===== src/rtl/brfwd_pkg.sv =====
// Shared definitions for the ID-stage branch forwarding / hazard unit:
// forward-select encodings, FSM state encoding and the default register-address width.
package brfwd_pkg;

  localparam int REG_AW_DEF = 5;

  localparam logic [1:0] FWD_RF    = 2'b00;
  localparam logic [1:0] FWD_EXMEM = 2'b10;
  localparam logic [1:0] FWD_MEMWB = 2'b01;

  typedef enum logic {
    ST_IDLE = 1'b0,
    ST_WAIT = 1'b1
  } state_t;

  function automatic logic [1:0] max_need(input logic [1:0] a, input logic [1:0] b);
    return (a > b) ? a : b;
  endfunction

endpackage


===== src/rtl/brfwd_src_match.sv =====
// Per-source comparator: flags which pipeline stage will write this ID source register
// and picks the forwarding source (EX/MEM has priority over MEM/WB).
module brfwd_src_match
  import brfwd_pkg::*;
#(
  parameter int REG_AW = REG_AW_DEF
) (
  input  logic [REG_AW-1:0] src_i,
  input  logic              idex_regwrite_i,
  input  logic [REG_AW-1:0] idex_rd_i,
  input  logic              exmem_regwrite_i,
  input  logic [REG_AW-1:0] exmem_rd_i,
  input  logic              memwb_regwrite_i,
  input  logic [REG_AW-1:0] memwb_rd_i,
  output logic              idex_match_o,
  output logic              exmem_match_o,
  output logic              memwb_match_o,
  output logic [1:0]        fwd_sel_o
);

  // Register 0 is hardwired; a write to it never produces a value to forward.
  assign idex_match_o  = idex_regwrite_i  && (idex_rd_i  != '0) && (idex_rd_i  == src_i);
  assign exmem_match_o = exmem_regwrite_i && (exmem_rd_i != '0) && (exmem_rd_i == src_i);
  assign memwb_match_o = memwb_regwrite_i && (memwb_rd_i != '0) && (memwb_rd_i == src_i);

  always_comb begin
    fwd_sel_o = FWD_RF;
    if (exmem_match_o) begin
      fwd_sel_o = FWD_EXMEM;
    end else if (memwb_match_o) begin
      fwd_sel_o = FWD_MEMWB;
    end
  end

endmodule


===== src/rtl/branch_fwd_hazard_unit.sv =====
// ID-stage branch operand forwarding plus stall sequencer (ALU-use 1 bubble, load-use 2).
// Optional stall-cycle performance counter enabled by defining BRFWD_PERF_EN.
module branch_fwd_hazard_unit
  import brfwd_pkg::*;
#(
  parameter int REG_AW    = REG_AW_DEF,
  parameter int NUM_SRC   = 2,
  parameter int MAX_STALL = 2
) (
  input  logic                      clk,
  input  logic                      reset,
  input  logic                      id_branch,
  input  logic [NUM_SRC*REG_AW-1:0] id_src,
  input  logic                      idex_regwrite,
  input  logic                      idex_memread,
  input  logic [REG_AW-1:0]         idex_rd,
  input  logic                      exmem_regwrite,
  input  logic                      exmem_memread,
  input  logic [REG_AW-1:0]         exmem_rd,
  input  logic                      memwb_regwrite,
  input  logic [REG_AW-1:0]         memwb_rd,
  input  logic                      pipe_hold,
  input  logic                      id_kill,
  output logic [NUM_SRC*2-1:0]      fwd_sel,
  output logic                      stall,
  output logic [31:0]               perf_stall_cycles,
  output state_t                    dbg_state
);

  localparam int CNT_W = (MAX_STALL < 1) ? 1 : $clog2(MAX_STALL + 1);

  logic [NUM_SRC-1:0] m_idex;
  logic [NUM_SRC-1:0] m_exmem;
  logic [NUM_SRC-1:0] m_memwb;
  logic [1:0]         sel_raw [NUM_SRC];

  state_t             state_q;
  logic [CNT_W-1:0]   cnt_q;
  logic               hazard_en;
  logic [1:0]         need_all;
  logic [CNT_W-1:0]   need_sat;

  for (genvar g = 0; g < NUM_SRC; g++) begin : g_src
    brfwd_src_match #(
      .REG_AW(REG_AW)
    ) u_match (
      .src_i            (id_src[g*REG_AW +: REG_AW]),
      .idex_regwrite_i  (idex_regwrite),
      .idex_rd_i        (idex_rd),
      .exmem_regwrite_i (exmem_regwrite),
      .exmem_rd_i       (exmem_rd),
      .memwb_regwrite_i (memwb_regwrite),
      .memwb_rd_i       (memwb_rd),
      .idex_match_o     (m_idex[g]),
      .exmem_match_o    (m_exmem[g]),
      .memwb_match_o    (m_memwb[g]),
      .fwd_sel_o        (sel_raw[g])
    );
  end

  assign hazard_en = id_branch && !id_kill && (state_q == ST_IDLE);

  // The worst source decides how many bubbles the branch needs.
  always_comb begin
    logic [1:0] src_need;
    src_need = 2'd0;
    need_all = 2'd0;
    if (hazard_en) begin
      for (int i = 0; i < NUM_SRC; i++) begin
        if (m_idex[i] && idex_memread) begin
          src_need = 2'd2;
        end else if (m_idex[i]) begin
          src_need = 2'd1;
        end else if (m_exmem[i] && exmem_memread) begin
          src_need = 2'd1;
        end else begin
          src_need = 2'd0;
        end
        need_all = max_need(need_all, src_need);
      end
    end
  end

  always_comb begin
    need_sat = '0;
    if (int'(need_all) > MAX_STALL) begin
      need_sat = CNT_W'(MAX_STALL);
    end else begin
      need_sat = CNT_W'(need_all);
    end
  end

  // Reset is folded in so the stall drops the instant reset rises, not at the next edge.
  assign stall = !reset && !id_kill && ((state_q == ST_WAIT) || (need_sat != '0));

  always_comb begin
    fwd_sel = '0;
    for (int i = 0; i < NUM_SRC; i++) begin
      if (stall || !id_branch || !(m_exmem[i] || m_memwb[i])) begin
        fwd_sel[2*i +: 2] = FWD_RF;
      end else begin
        fwd_sel[2*i +: 2] = sel_raw[i];
      end
    end
  end

  // Only a need above one bubble requires WAIT; a single bubble re-evaluates from IDLE.
  always_ff @(posedge clk or posedge reset) begin
    if (reset) begin
      state_q <= ST_IDLE;
      cnt_q   <= '0;
    end else if (id_kill) begin
      state_q <= ST_IDLE;
      cnt_q   <= '0;
    end else if (!pipe_hold) begin
      case (state_q)
        ST_IDLE: begin
          if (need_sat > CNT_W'(1)) begin
            state_q <= ST_WAIT;
            cnt_q   <= need_sat - CNT_W'(1);
          end
        end
        ST_WAIT: begin
          if (cnt_q <= CNT_W'(1)) begin
            state_q <= ST_IDLE;
            cnt_q   <= '0;
          end else begin
            cnt_q <= cnt_q - CNT_W'(1);
          end
        end
        default: begin
          state_q <= ST_IDLE;
          cnt_q   <= '0;
        end
      endcase
    end
  end

  assign dbg_state = state_q;

`ifdef BRFWD_PERF_EN
  logic [31:0] perf_q;

  always_ff @(posedge clk or posedge reset) begin
    if (reset) begin
      perf_q <= '0;
    end else if (stall && !pipe_hold && (perf_q != 32'hFFFF_FFFF)) begin
      perf_q <= perf_q + 32'd1;
    end
  end

  assign perf_stall_cycles = perf_q;
`else
  assign perf_stall_cycles = 32'd0;
`endif

endmodule


===== config.mk =====
export PLATFORM = sky130hd
export DESIGN_NAME = branch_fwd_hazard_unit
export DESIGN_NICKNAME = d
export VERILOG_FILES = /design/src/rtl/brfwd_pkg.sv /design/src/rtl/brfwd_src_match.sv /design/src/rtl/branch_fwd_hazard_unit.sv
export SDC_FILE = /design/constraint.sdc
export NUM_CORES = 1
export LEC_CHECK = 0
export ABC_AREA = 1
export CAP_MARGIN = 20
export CELL_PAD_IN_SITES_DETAIL_PLACEMENT = 2
export CELL_PAD_IN_SITES_GLOBAL_PLACEMENT = 2
export CORE_MARGIN = 2
export CORE_UTILIZATION = 25
export DETAILED_ROUTE_END_ITERATION = 8
export DONT_BUFFER_PORTS = 1
export GPL_TIMING_DRIVEN = 0
export PLACE_DENSITY_LB_ADDON = 0.1
export SLEW_MARGIN = 20
export SYNTH_ARGS = -nofsm -noshare
export SYNTH_HDL_FRONTEND = slang
export SYNTH_SLANG_ARGS = --single-unit

===== constraint.sdc =====
create_clock -name clk -period 5.88 [get_ports clk]
set_input_delay 0.588 -clock clk [delete_from_list [all_inputs] [get_ports clk]]
set_output_delay 0.588 -clock clk [all_outputs]
set_load 0.01 [all_outputs]

==> flow_summary.json <==
{
  "worstPathArrival_ps": 2440,
  "cp.required_ps": 5290,
  "worst_slack_ps": 2850,
  "r2r_end": "dbg_state",
  "status": "completed",
  "syn2layout_area_growth_pct": 19.3,
  "path_clk_slew_ps": 30,
  "end_kind": "output port",
  "path_class": "in -> out",
  "hold_viol": 0,
  "vdd_drop_max_v": 0.0000716,
  "cts_tree": "built",
  "dp_hpwl_microns": 3420,
  "wl_per_cell_microns": 12.7,
  "syn_inst": 199,
  "drive_gt1_share_pct": 21.8,
  "root_buffer": "clkbuf_8",
  "timing.fmax_ghz": 0.330,
  "rsz0062_at_grt": "false",
  "die_area_sq_mm": 0.00530,
  "die_width_microns": 72.8,
  "num_antenna_cells": 0,
  "drtIter0Drc": 26,
  "min_path_type": "in -> async",
  "initial_utilization_pct": 25.6,
  "numCtsBuffers": 3,
  "core_area_sq_mm": 0.00463,
  "worstSkewPairLatency_ps": 210,
  "rr_startpoint": "dbg_state",
  "vias_per_cell": 4.23,
  "final_core_util_pct": 30.5,
  "total_power_mw": 0.167,
  "seq_area_sq_um": 75.1,
  "clock_path_buffers": 2,
  "final_common_cell": "nand2_1",
  "final.setup.tns_ps": 0,
  "layout_common_cells": "49 x nand2_1, 32 x buf_4, 32 x conb_1, 28 x inv_1, 20 x nor2_1",
  "synth.avg_cell_area_sq_um": 5.95,
  "finalNonFillerCells": 288,
  "fin_crit_sh_pct": 51.5,
  "preCtsSetupSlack_ps": 2780,
  "path_max_fanout": 4,
  "cap_violations": 0,
  "synth-seq-cells": 3,
  "pwr_density_cell_mw_per_mm2": 118,
  "groute.usage.overall_pct": 14.2,
  "slew_violations": 0,
  "grt_pass1_wl_microns": 6120,
  "firstDrtPassIters": 4,
  "htreeDepth": 1,
  "ctsHoldBuffers": 0,
  "r2r_cells": 7,
  "nets": 273,
  "io_buffers": 0,
  "grt_max_degree": 8,
  "synth_cell_type_count": 26,
  "grt_overflow_total": 0,
  "fin_skew_ps": 0.155,
  "period_minus_slack_ps": 3030,
  "setup_viol": 0,
  "drt-total-wl_microns": 3650,
  "leakagePower_nw": 0.812,
  "grt_pass1_vias": 1363,
  "vias": 1218,
  "multi_input_area_sq_um": 868,
  "ant_nets": 0,
  "synth-warning-count": 0,
  "io_pins": 73,
  "grt_antenna_before_repair": 0,
  "ctsResizeCount": 0,
  "gp_congestion": 0.782,
  "ys_seq_area_share_pct": 6.34,
  "fill_cells": 614,
  "drc": 0,
  "fp-row-count": 25,
  "cts.sinks": 3,
  "place_inst": 284,
  "synthesis.area_sq_mm": 0.00118,
  "die_h_microns": 72.8,
  "post_cts_buffers": 0,
  "cp-start-kind": "primary input",
  "reg2reg_slack_ps": 4330
}
## cells by family after synthesis
logic type	synth area share, %
xor+xnor	14.8
flops	6.34
compound gates	5.29
other cells	0.317
fa+ha+maj	3.17
buf+inv	30.1
simple gates	40.0
## flip-flops by register name, summed over array words and instances, names as in the netlist
register,cells
cnt_q,2
dbg_state,1
## area by class of cell
cell class | instances | share of cell area (%)
multi-input combinational | 164 | 61.5
tap | 54 | 4.78
inverter | 31 | 8.24
clock buffer | 4 | 3.19
sequential | 3 | 5.31
buffer | 32 | 17.0
## through the flow
| stage | area [sq um] | hold slack [ps] |
|---|---|---|
| 2_1_floorplan | 1300 | 342 |
| 3_3_place_gp | 1370 | 353 |
| 3_5_place_dp | 1370 | 353 |
| 4_1_cts | 1410 | 127 |
| 5_1_grt | 1410 | 139 |
| 6_report | 1410 | 130 |
## cells in the mapped netlist (all sizes together)
master | number | share of area, %
o31ai | 1 | 1.1
a22oi | 1 | 1.8
xor2 | 9 | 6.7
nand3 | 17 | 9.1
nand4 | 2 | 1.1
xnor2 | 11 | 8.1
buf | 32 | 20
conb | 1 | 0.32
or2 | 1 | 0.53
and2 | 1 | 0.53
nor2 | 21 | 7.3
nand2 | 55 | 19
ha | 3 | 3.2
a31oi | 1 | 0.53
nor3 | 5 | 2.1
o41ai | 1 | 0.74
dfrtp | 3 | 6.3
o21ai | 1 | 0.42
inv | 31 | 9.8
a22o | 1 | 0.74
nand3b | 1 | 0.63
## how the worst max path moves through the flow
stage,start,endpoint,depth (start not counted)
4_1_cts,id_src[5],fwd_sel[3],16
5_1_grt,id_src[6],fwd_sel[3],16
3_5_place_dp,id_src[5],fwd_sel[3],16
6_report,id_src[5],fwd_sel[0],16
2_1_floorplan,id_src[5],fwd_sel[0],16
3_3_place_gp,id_src[5],fwd_sel[3],16
## report_power, final
| part | leakage, nW | total (mW) | switching (mW) | internal [mW] |
|---|---|---|---|---|
| combinational | 0.751 | 0.0784 | 0.0418 | 0.0366 |
| clock | 0.0228 | 0.0599 | 0.0136 | 0.0462 |
| sequential | 0.0380 | 0.0290 | 0.00474 | 0.0243 |
## routing by layer
metal,global-route usage [%],share of wire (%),vias to the layer above
li1,-,-,613
met1,16.0,41,564
met2,28.3,53,41
met3,1.93,6.0,0
met4,2.47,0,0
met5,0,0,-
## worst max-delay path, stage by stage
cell and delay, ps:
inv_1 50, nand2_1 50, nand2_1 50, nand2_1 70, nor3_1 240, nand3_1 170
ha_1 350, nand2_1 130, a22oi_4 70, inv_1 80, nand3_1 90, nand3_2 70
nand2_2 50, nand2_2 70, nand2_2 80, nor2_1 210
(Power assumes the default switching activity.)
